<file path="config.mk">
export PLATFORM = sky130hd
export DESIGN_NAME = idiv_sequential_flat
export DESIGN_NICKNAME = d
export VERILOG_FILES = /design/src/rtl/idiv_sequential_if.sv /design/src/rtl/idiv_sequential.sv /design/src/flat_wrapper.sv
export SDC_FILE = /design/constraint.sdc
export NUM_CORES = 1
export LEC_CHECK = 0
export BUFFER_PORTS_ARGS = -buffer_cell sky130_fd_sc_hd__buf_2
export CAP_MARGIN = 0
export CORE_UTILIZATION = 55
export CTS_CLUSTER_SIZE = 40
export DETAILED_ROUTE_END_ITERATION = 10
export PLACE_DENSITY = 0.8
export SLEW_MARGIN = 20
export SYNTH_ARGS = -nofsm -noshare
export SYNTH_HDL_FRONTEND = slang
export SYNTH_SLANG_ARGS = --single-unit
</file>
<file path="constraint.sdc">
create_clock -name clk -period 3 [get_ports clk]
set_input_delay 0.15 -clock clk [delete_from_list [all_inputs] [get_ports clk]]
set_output_delay 0.15 -clock clk [all_outputs]
set_load 0.02 [all_outputs]
</file>
<file path="src/rtl/idiv_sequential_if.sv">
// Handshake and operand/result bundle for the sequential divider.
// The divider connects to the slave side; the requester connects to the master side.
interface idiv_sequential_if #(
  parameter int WIDTH = 16
);
  logic                 start;
  logic [2*WIDTH-1:0]   dividend;
  logic [WIDTH-1:0]     divisor;
  logic                 busy;
  logic                 done;
  logic                 error;
  logic [WIDTH-1:0]     quotient;
  logic [WIDTH-1:0]     remainder;

  modport master (
    output start, dividend, divisor,
    input  busy, done, error, quotient, remainder
  );

  modport slave (
    input  start, dividend, divisor,
    output busy, done, error, quotient, remainder
  );
endinterface

</file>
<file path="src/rtl/idiv_sequential.sv">
// Restoring unsigned divider: 2*WIDTH-bit dividend by WIDTH-bit divisor,
// one quotient bit per clock behind a start/busy/done handshake.
module idiv_sequential #(
  parameter int WIDTH = 16
) (
  input  logic             clk,
  input  logic             rst_n,
  idiv_sequential_if.slave bus
);

  localparam int CW = (WIDTH > 1) ? $clog2(WIDTH) : 1;

  typedef enum logic [1:0] {IDLE, RUN, DONE} state_t;

  state_t           state;
  state_t           state_nxt;
  logic [CW-1:0]    cnt;
  logic [WIDTH:0]   rem_r;
  logic [WIDTH-1:0] quo_r;
  logic [WIDTH-1:0] div_r;
  logic [WIDTH-1:0] quotient_q;
  logic [WIDTH-1:0] remainder_q;
  logic             error_q;

  logic [WIDTH:0]   shifted;
  logic [WIDTH+1:0] trial;
  logic [WIDTH:0]   rem_nxt;
  logic [WIDTH-1:0] quo_nxt;
  logic             op_err;
  logic             last_iter;

  // Extra top bit acts as the borrow flag of the trial subtraction.
  function automatic logic [WIDTH+1:0] trial_sub(input logic [WIDTH:0]   r,
                                                 input logic [WIDTH-1:0] d);
    return {1'b0, r} - {2'b00, d};
  endfunction

  // Upper dividend half >= divisor means the quotient needs more than WIDTH bits.
  assign op_err    = (bus.divisor == '0) ||
                     (bus.dividend[2*WIDTH-1:WIDTH] >= bus.divisor);
  assign last_iter = (cnt == CW'(WIDTH - 1));

  assign shifted = {rem_r[WIDTH-1:0], quo_r[WIDTH-1]};
  assign trial   = trial_sub(shifted, div_r);

  always_comb begin
    rem_nxt = shifted;
    quo_nxt = {quo_r[WIDTH-2:0], 1'b0};
    if (!trial[WIDTH+1]) begin
      rem_nxt = trial[WIDTH:0];
      quo_nxt = {quo_r[WIDTH-2:0], 1'b1};
    end
  end

  always_ff @(posedge clk or negedge rst_n) begin
    if (!rst_n) state <= IDLE;
    else        state <= state_nxt;
  end

  always_comb begin
    state_nxt = state;
    case (state)
      IDLE:    if (bus.start) state_nxt = op_err ? DONE : RUN;
      RUN:     if (last_iter) state_nxt = DONE;
      DONE:    state_nxt = IDLE;
      default: state_nxt = IDLE;
    endcase
  end

  always_comb begin
    bus.busy = (state == RUN);
    bus.done = (state == DONE);
  end

  assign bus.quotient  = quotient_q;
  assign bus.remainder = remainder_q;
  assign bus.error     = error_q;

  always_ff @(posedge clk or negedge rst_n) begin
    if (!rst_n) begin
      cnt         <= '0;
      rem_r       <= '0;
      quo_r       <= '0;
      div_r       <= '0;
      quotient_q  <= '0;
      remainder_q <= '0;
      error_q     <= 1'b0;
    end else begin
      case (state)
        IDLE: begin
          if (bus.start) begin
            div_r <= bus.divisor;
            if (op_err) begin
              error_q     <= 1'b1;
              quotient_q  <= '1;
              remainder_q <= bus.dividend[WIDTH-1:0];
            end else begin
              rem_r <= {1'b0, bus.dividend[2*WIDTH-1:WIDTH]};
              quo_r <= bus.dividend[WIDTH-1:0];
              cnt   <= '0;
            end
          end
        end
        RUN: begin
          rem_r <= rem_nxt;
          quo_r <= quo_nxt;
          cnt   <= cnt + CW'(1);
          if (last_iter) begin
            quotient_q  <= quo_nxt;
            remainder_q <= rem_nxt[WIDTH-1:0];
            error_q     <= 1'b0;
          end
        end
        default: ;
      endcase
    end
  end

endmodule

</file>
<file path="src/flat_wrapper.sv">
// flat-port wrapper written by rule: the top's interface ports become plain ports
module idiv_sequential_flat 
#(
  parameter int WIDTH = 16
)
  (clk, rst_n, bus_start, bus_dividend, bus_divisor, bus_busy, bus_done, bus_error, bus_quotient, bus_remainder);
  idiv_sequential_if #(.WIDTH(WIDTH)) bus_i ();
  input  logic clk;
  input  logic rst_n;
  input wire logic [$bits(bus_i.start)-1:0] bus_start;
  input wire logic [$bits(bus_i.dividend)-1:0] bus_dividend;
  input wire logic [$bits(bus_i.divisor)-1:0] bus_divisor;
  output wire logic [$bits(bus_i.busy)-1:0] bus_busy;
  output wire logic [$bits(bus_i.done)-1:0] bus_done;
  output wire logic [$bits(bus_i.error)-1:0] bus_error;
  output wire logic [$bits(bus_i.quotient)-1:0] bus_quotient;
  output wire logic [$bits(bus_i.remainder)-1:0] bus_remainder;
  assign bus_i.start = bus_start;
  assign bus_i.dividend = bus_dividend;
  assign bus_i.divisor = bus_divisor;
  assign bus_busy = bus_i.busy;
  assign bus_done = bus_i.done;
  assign bus_error = bus_i.error;
  assign bus_quotient = bus_i.quotient;
  assign bus_remainder = bus_i.remainder;
  idiv_sequential #(.WIDTH(WIDTH)) u_core (.clk(clk), .rst_n(rst_n), .bus(bus_i));
endmodule
</file>
==> summary.txt, run 1 <==
Critical path
  – Critical setup path kind: flip-flop to flip-flop
  – Worst setup EP type: flip-flop
  – Crit path DAT: 3.23 ns
  – CP Max Fanout: 8
  – Required @ worst endpoint: 3.32 ns
  – Crit start category: flip-flop

Synthesis
  – Number of synthesized flops with an enable pin: 0
  – YS warnings: 0
  – Synth Flop Type: dfrtp_1
  – Cells after synthesis: 598
  – Post-synthesis register bit count: 87
  – Sequential-to-total area share from yosys stat: 0.4164
  – Mapped Nets: 683
  – Post-synthesis cell area: 0.005229 mm²
  – Post-synthesis cell type count: between 60 and 70
  – Asr flop ratio synth: 1.000
  – Mean Syn Cell Area: 8.744 µm²

Global route
  – Gr usage total: 0.3231
  – Largest net degree at the start of global routing: 88
  – Grt ovf: 0
  – Vias in the first global route: 4805
  – Global-route wire length before repair: 24.28 mm
  – Initial antenna violation count: 0

STA
  – Slew Limit Fails: 0
  – Fin crit share: 0.9699
  – Slew @ Worst Pin: approximately 0.81 ns
  – Fmax: 343.7 MHz
  – Post-layout min period: ~2.9 ns
  – Worst clock skew: 0.01488 ns
  – RSZ-0062 raised after global routing: no
  – Worst hold slack: 0.02637 ns
  – Final Setup Violations: 0
  – Setup TNS: 0 ns
  – Hold Violations, Final: 0
  – Max transition margin: 0.4612

Placed design
  – Placed cell areas: 0.005859 mm²
  – Port bufs: 85
  – Hpwl dp: 11.38 mm
  – Routability congestion estimate: 0.9163

Clocking
  – CTS tree: built
  – Num CTS Buffers: 9
  – Clk sinks: 87
  – CTS root buf: clkbuf_8
  – Clock H-tree levels: 3
  – Clock latency on the worst-skew pair: 0.37 ns
  – Longest Clk Path Bufs: 2
  – CTS clk-pin slew, worst paths: roughly 0.10 ns

Route
  – Vias per cell: 5.943
  – Wirelength per Cell: 18.58 µm
  – DR pass1 iterations: 5
  – Post-DRT Antenna Nets: 0
  – Initial DRC count: 416
  – Via count: 4861
  – Final WL: 15.20 mm
  – Drc violations: 0

Die
  – Core ar.: 0.009240 mm²
  – Die X-Extent: 99.51 µm
  – Ports: 86
  – Die ar.: 0.009901 mm²
  – Initial core utilization: 0.5659
  – FP Rows: 35
  – Die H: between 90 and 100 µm

Power
  – Static Leak: 2.757 nW
  – P per Cell Area: 1265 mW/mm²
  – Peak VDD IR: between 900 and 1000 µV

Final layout
  – Ant. Diodes: 0
  – Reg area: 0.002177 mm²
  – NumNets Final: 769
  – Area of the multi-input gates: 0.002800 mm²
  – Fillers: 760
  – Layout area overhead: 16.49%
  – Finished Cell Area: 0.006091 mm²
  – Share of post-route cells with drive strength above 1: 0.2046

Hold path
  – HP Class: input port to flip-flop

Flow run
  – Max-cap violations: 0

Outcome
  – Status: completed
[critical path, cell delays in order, from the launching register on]
cell      delay [ns]
dfrtp_1         0.43
ha_1            0.41
nand4_1         0.20
nor4_1          0.34
buf_4           0.18
and2_1          0.17
a211oi_4        0.10
buf_4           0.18
or4_4           0.57
a21oi_2         0.14
mux2_1          0.14
[cells by family (layout without fill, tap and decap cells)]
logic type,after synthesis,count (layout),synth area share
and+or+nand+nor,202,202,0.1713
AOI/OAI and AO/OA,175,175,0.2127
DFF,87,87,0.4164
buffers and inverters,67,158,0.05288
adders and majority gates,34,34,0.08280
muxes,25,25,0.05049
xor gates and xnor gates,8,8,0.01340
[what timing repair did]
action / 4_1_cts / 5_1_grt
resized for setup: 0 / 4
hold buffers: 0 / 1
buffers inserted: 0 / 1
endpoints found under the hold margin: 0 / 87
setup endpoints to repair: 0 / 10
[path summary, 6_finish.rpt]
| path | from | endpoint | slack, ns | cells after the start |
|---|---|---|---|---|
| max in group asynchronous | rst_n | u_core.bus.remainder[6] | 2.04 | 2 |
| min in group asynchronous | rst_n | u_core.quo_r[4] | 0.39 | 2 |
| worst min register to register | u_core.bus.remainder[0] | u_core.bus.remainder[0] | 0.49 | 2 |
| worst max register to register | u_core.rem_r[10] | u_core.rem_r[13] | 0.09 | 10 |
| worst max-delay path | u_core.rem_r[10] | u_core.rem_r[13] | 0.09 | 10 |
| worst min-delay path | bus_divisor[5] | u_core.div_r[5] | 0.03 | 3 |
[cell type report]
type | count | share of cell area
flip-flops and latches | 87 | 0.3574
multi-input cells | 444 | 0.4597
repair buffers | 103 | 0.09963
clock buffers | 9 | 0.02034
well taps | 129 | 0.02650
clock inverters | 7 | 0.01233
inverters | 39 | 0.02403
[report_power, final]
group / internal (mW) / switching (mW)
Combinational: 1.91 / 2.88
Sequential: 1.72 / 0.371
Clock: 0.328 / 0.495
Total: 3.96 / 3.74
[Yosys cell counts, types with 4 or more instances]
cell	count	share of area
nand2_1	104	0.075
dfrtp_1	87	0.42
o21ai_0	74	0.071
nor2_1	48	0.034
inv_1	38	0.027
ha_1	33	0.079
a21oi_1	24	0.023
mux2i_1	17	0.033
clkbuf_1	16	0.011
o31ai_1	9	0.013
a211oi_1	8	0.011
nor4_1	8	0.0096
o21a_1	8	0.011
buf_2	7	0.0067
a22o_1	6	0.010
mux2_2	6	0.013
nand2b_1	6	0.0072
nor3_1	6	0.0057
a31oi_1	5	0.0060
nand3_1	5	0.0048
xor2_1	5	0.0084
buf_4	4	0.0057
[placed cells by master, fill, tap and decap left out, drive strengths merged, types with 4 or more instances in the layout]
| master | Yosys | final |
|---|---|---|
| a21oi | 26 | 26 |
| buf | 11 | 102 |
| inv | 38 | 41 |
| o21ai | 79 | 79 |
| a211oi | 9 | 9 |
| a31oi | 5 | 5 |
| mux2i | 17 | 17 |
| dfrtp | 87 | 87 |
| nor3 | 7 | 7 |
| nand2b | 6 | 6 |
| clkbuf | 17 | 9 |
| a22o | 6 | 6 |
| nand3 | 5 | 5 |
| nor4 | 8 | 8 |
| ha | 33 | 33 |
| nor2 | 49 | 49 |
| xor2 | 5 | 5 |
| clkinv | 1 | 4 |
| nand2 | 104 | 104 |
| mux2 | 8 | 8 |
| o31ai | 10 | 10 |
| o21a | 8 | 8 |
[registers in the layout, summed over array words and instances, names as in the netlist]
name,count
u_core.state,2
u_core.div_r,16
u_core.quo_r,16
u_core.rem_r,16
u_core.cnt,4
u_core.bus.remainder,16
u_core.bus.error,1
u_core.bus.quotient,16
[stage by stage]
stage | util | power [mW] | cells | worst slack (ns)
after floorplan | - | 5.325 | 598 | 0.4160
after global placement | 0.6341 | 6.679 | 800 | 0.1310
after detailed placement | 0.6341 | 6.735 | 800 | 0.07536
after CTS | 0.6557 | 7.583 | 816 | 0.06800
after global routing | 0.6592 | 8.272 | 818 | 0.01861
final | 0.6592 | 7.705 | 818 | 0.09032
[routing by layer]
metal | up-vias | wire length [µm] | track usage
met4 | 0 | 747 | 0.1719
met2 | 202 | 7111 | 0.5166
met5 | - | 0 | 0
met1 | 2334 | 6223 | 0.4173
met3 | 58 | 1119 | 0.06395
li1 | 2267 | - | -
Note: power is estimated with default switching activity, not from simulation.
==> inputs of run 2 (changes only) <==
--- a/config.mk
+++ b/config.mk
@@ -5,12 +5,13 @@
 export SDC_FILE = /design/constraint.sdc
 export NUM_CORES = 1
 export LEC_CHECK = 0
+export ABC_AREA = 1
 export BUFFER_PORTS_ARGS = -buffer_cell sky130_fd_sc_hd__buf_2
 export CAP_MARGIN = 0
 export CORE_UTILIZATION = 55
 export CTS_CLUSTER_SIZE = 40
 export DETAILED_ROUTE_END_ITERATION = 10
-export PLACE_DENSITY = 0.8
+export PLACE_DENSITY = 0.79
 export SLEW_MARGIN = 20
 export SYNTH_ARGS = -nofsm -noshare
 export SYNTH_HDL_FRONTEND = slang
==> run 2 against run 1 <==
Critical path type unchanged. Hold slack improved by 0.020 ns. Core utilization shrank 1.5 points. Worst setup slack better by 0.50 ns. Largest power group unchanged. Clock skew shrank 0.0014 ns. First-iteration DRC count is 22% lower.
==> summary.txt, run 2 <==
Outcome
  – Status: completed (unchanged)

Final layout
  – Fillers: 892 (was 760)
  – Most common cell after layout, fill and taps aside: nand2_1 (unchanged)
  – Finished Cell Area: 0.006354 mm² (was 0.006091 mm²)
  – Most frequent cells in the layout: nand2_1 (258), inv_1 (101), dfrtp_1 (87) (was nand2_1 (104), dfrtp_1 (87), buf_2 (84))
  – Layout area overhead: 12.12% (was 16.49%)
  – NumNets Final: 933 (was 769)
  – Share of post-route cells with drive strength above 1: 0.1805 (was 0.2046)
  – Ant. Diodes: 0 (unchanged)

Die
  – Die X-Extent: 103.5 µm (was 99.51 µm)
  – Die H: 103.5 µm (was 99.51 µm)
  – Core ar.: 0.009864 mm² (was 0.009240 mm²)
  – FP Rows: 36 (was 35)
  – Ports: 86 (unchanged)
  – Initial core utilization: 0.5745 (was 0.5659)
  – Die ar.: 0.01071 mm² (was 0.009901 mm²)

Route
  – DR pass1 iterations: 5 (unchanged)
  – Via count: 5251 (was 4861)
  – Drc violations: 0 (unchanged)
  – Final WL: 14.70 mm (was 15.20 mm)
  – Post-DRT Antenna Nets: 0 (unchanged)
  – Initial DRC count: 326 (was 416)
  – Wirelength per Cell: 14.90 µm (was 18.58 µm)
  – Vias per cell: 5.326 (was 5.943)

Clocking
  – Num CTS Buffers: 9 (unchanged)
  – CTS root buf: clkbuf_8 (unchanged)
  – CTS clk-pin slew, worst paths: 0.10 ns (about the same)
  – Clock latency on the worst-skew pair: 0.37 ns (about the same)
  – Clk sinks: 87 (unchanged)
  – Hold-fix buffers, CTS: 1 (was 0)
  – Longest Clk Path Bufs: 2 (unchanged)
  – CTS tree: built (unchanged)
  – Setup bufs post-CTS: 0 (unchanged)
  – Resized cells post-CTS: 0 (unchanged)
  – Clock H-tree levels: 3 (unchanged)

Synthesis
  – Mapped Nets: 853 (was 683)
  – Post-synthesis cell area: 0.005667 mm² (was 0.005229 mm²)
  – Leading area contributor after synthesis: dfrtp_1 (unchanged)
  – Area share of the largest cell type after synthesis: 0.3842 (was 0.4164)
  – Mean Syn Cell Area: 7.378 µm² (was 8.744 µm²)
  – Post-synthesis cell type count: 38 (was 62)
  – Synth Flop Type: dfrtp_1 (unchanged)
  – YS warnings: 0 (unchanged)
  – Cells after synthesis: 768 (was 598)
  – Post-synthesis register bit count: 87 (unchanged)
  – Largest cells by area after synthesis: dfrtp_1 (38%), nand2_1 (17%), ha_1 (7.3%) (was dfrtp_1 (42%), ha_1 (7.9%), nand2_1 (7.5%))
  – Asr flop ratio synth: 1.000 (unchanged)
  – Sequential-to-total area share from yosys stat: 0.3842 (was 0.4164)
  – Post-synth top cells: nand2_1 (258), inv_1 (101), dfrtp_1 (87) (was nand2_1 (104), dfrtp_1 (87), o21ai_0 (74))
  – Top-count cell post-synth: nand2_1 (unchanged)
  – Number of synthesized flops with an enable pin: 0 (unchanged)

Critical path
  – Crit path DAT: 2.72 ns (was 3.23 ns)
  – Setup crit start: u_core.div_r[14] (was u_core.rem_r[10])
  – CP Max Fanout: 15 (was 8)
  – R2R depth: 11 (was 10)
  – Worst setup EP type: flip-flop (unchanged)
  – R2r startpoint: u_core.div_r[14] (was u_core.rem_r[10])
  – Largest stage delay, worst path: 0.47 ns (was 0.57 ns)
  – Crit-path cells: inv_1 -> ha_1 -> a21oi_1 -> o21ai_1 -> a21oi_4 -> nand2_8 -> nor2_4 -> nand2_1 -> nand2_1 -> nor2_1 -> nor2_1 (was ha_1 -> nand4_1 -> nor4_1 -> buf_4 -> and2_1 -> a211oi_4 -> buf_4 -> or4_4 -> a21oi_2 -> mux2_1)
  – Reg2reg end: u_core.bus.remainder[15] (was u_core.rem_r[13])
  – Critical setup path kind: flip-flop to flip-flop (unchanged)
  – Required @ worst endpoint: 3.31 ns (was 3.32 ns)
  – CP max-delay cell: a21oi_4 (was or4_4)
  – Crit start category: flip-flop (unchanged)
  – CP endpoint: u_core.bus.remainder[15] (was u_core.rem_r[13])
  – R2R Setup Slk: 0.59 ns (was 0.09 ns)

STA
  – Slew @ Worst Pin: 0.9554 ns (was 0.8082 ns)
  – Final Setup Violations: 0 (unchanged)
  – Slew Limit Fails: 0 (unchanged)
  – RSZ-0062 raised after global routing: no (unchanged)
  – Setup TNS: 0 ns (unchanged)
  – Worst clock skew: 0.01346 ns (was 0.01488 ns)
  – Hold Violations, Final: 0 (unchanged)
  – Fmax: 414.6 MHz (was 343.7 MHz)
  – Post-layout min period: 2.412 ns (was 2.910 ns)
  – Fin crit share: 0.8040 (was 0.9699)
  – Max transition margin: 0.3615 (was 0.4612)

Global route
  – Grt ovf: 0 (unchanged)
  – Largest net degree at the start of global routing: 48 (was 88)
  – Global-route wire length before repair: 24.88 mm (was 24.28 mm)
  – Vias in the first global route: 5277 (was 4805)
  – Initial antenna violation count: 0 (unchanged)
  – Gr usage total: 0.2902 (was 0.3231)

Placed design
  – Port bufs: 85 (unchanged)
  – Hpwl dp: 11.24 mm (was 11.38 mm)
  – Routability congestion estimate: 0.9278 (was 0.9163)
  – Placed cell areas: 0.006141 mm² (was 0.005859 mm²)

Flow run
  – Max-cap violations: 0 (unchanged)

Power
  – Power Total: 7.415 mW (was 7.705 mW)
  – Peak VDD IR: 660.3 µV (was 952.2 µV)
  – P per Cell Area: 1167 mW/mm² (was 1265 mW/mm²)
  – Static Leak: 3.521 nW (was 2.757 nW)

Hold path
  – HP Class: input port to flip-flop (unchanged)
-- run 2: critical path, delay by kind of cell (launching register included) --
| kind | cells | cell delay (ns) |
|---|---|---|
| compound gates | 3 | 0.84 |
| simple gates | 6 | 0.68 |
| flops | 1 | 0.37 |
| fa+ha+maj | 1 | 0.37 |
| buf+inv | 1 | 0.06 |
-- run 2: routing by layer --
metal / global-route usage / share of wire / vias to the layer above / wire length, µm
li1: - / - / 2603 / -
met1: 0.3752 / 0.44 / 2413 / 6491
met2: 0.4851 / 0.47 / 203 / 6958
met3: 0.04846 / 0.059 / 32 / 866
met4: 0.1159 / 0.026 / 0 / 380
met5: 0 / 0 / - / 0
-- run 2: cell type report --
class	instances	area, µm²	area share
Clock buffer	10	127.6	0.02009
Clock inverter	6	75.07	0.01182
Tap cell	133	166.4	0.02619
Sequential cell	87	2177	0.3427
Inverter	115	436.7	0.06873
Multi-Input combinational cell	541	2873	0.4521
Timing Repair Buffer	94	498.0	0.07838
-- run 2: how the worst min path moves through the flow --
stage                         startpoint                to  slack, ns  cells after the start
final                     bus_divisor[0]   u_core.div_r[0]       0.05                      2
after detailed placement           rst_n   u_core.rem_r[2]       0.22                      1
after global routing      bus_divisor[0]   u_core.div_r[0]       0.04                      2
after CTS                 bus_divisor[0]   u_core.div_r[0]       0.03                      2
after floorplan                    rst_n  u_core.bus.error      -0.15                      0
after global placement             rst_n   u_core.div_r[2]       0.21                      1
-- run 2: power breakdown --
part	switching, mW	total (mW)	internal (mW)
sequential	0.304	1.94	1.64
clock	0.476	0.875	0.399
combinational	3.09	4.60	1.50
total	3.87	7.42	3.54
-- run 2: cell families (layout without fill, tap and decap cells) --
kind of cell	after synthesis	after routing	share of synthesized area
adders and majority gates	34	34	0.07640
muxes	1	1	0.001987
AOI/OAI and AO/OA	85	85	0.08655
and+or+nand+nor	413	413	0.3297
DFF	87	87	0.3842
xor gates and xnor gates	8	8	0.01237
buffers and inverters	140	225	0.1089
-- run 2: stage by stage --
stage	hold WS, ns	cells	utilization	worst slack (ns)
3_5_place_dp	0.2217	969	0.6225	0.6474
4_1_cts	0.03398	986	0.6441	0.6294
3_3_place_gp	0.2081	969	0.6225	0.6895
6_report	0.04591	986	0.6441	0.5880
2_1_floorplan	-0.1456	768	-	1.083
5_1_grt	0.03863	986	0.6441	0.4180
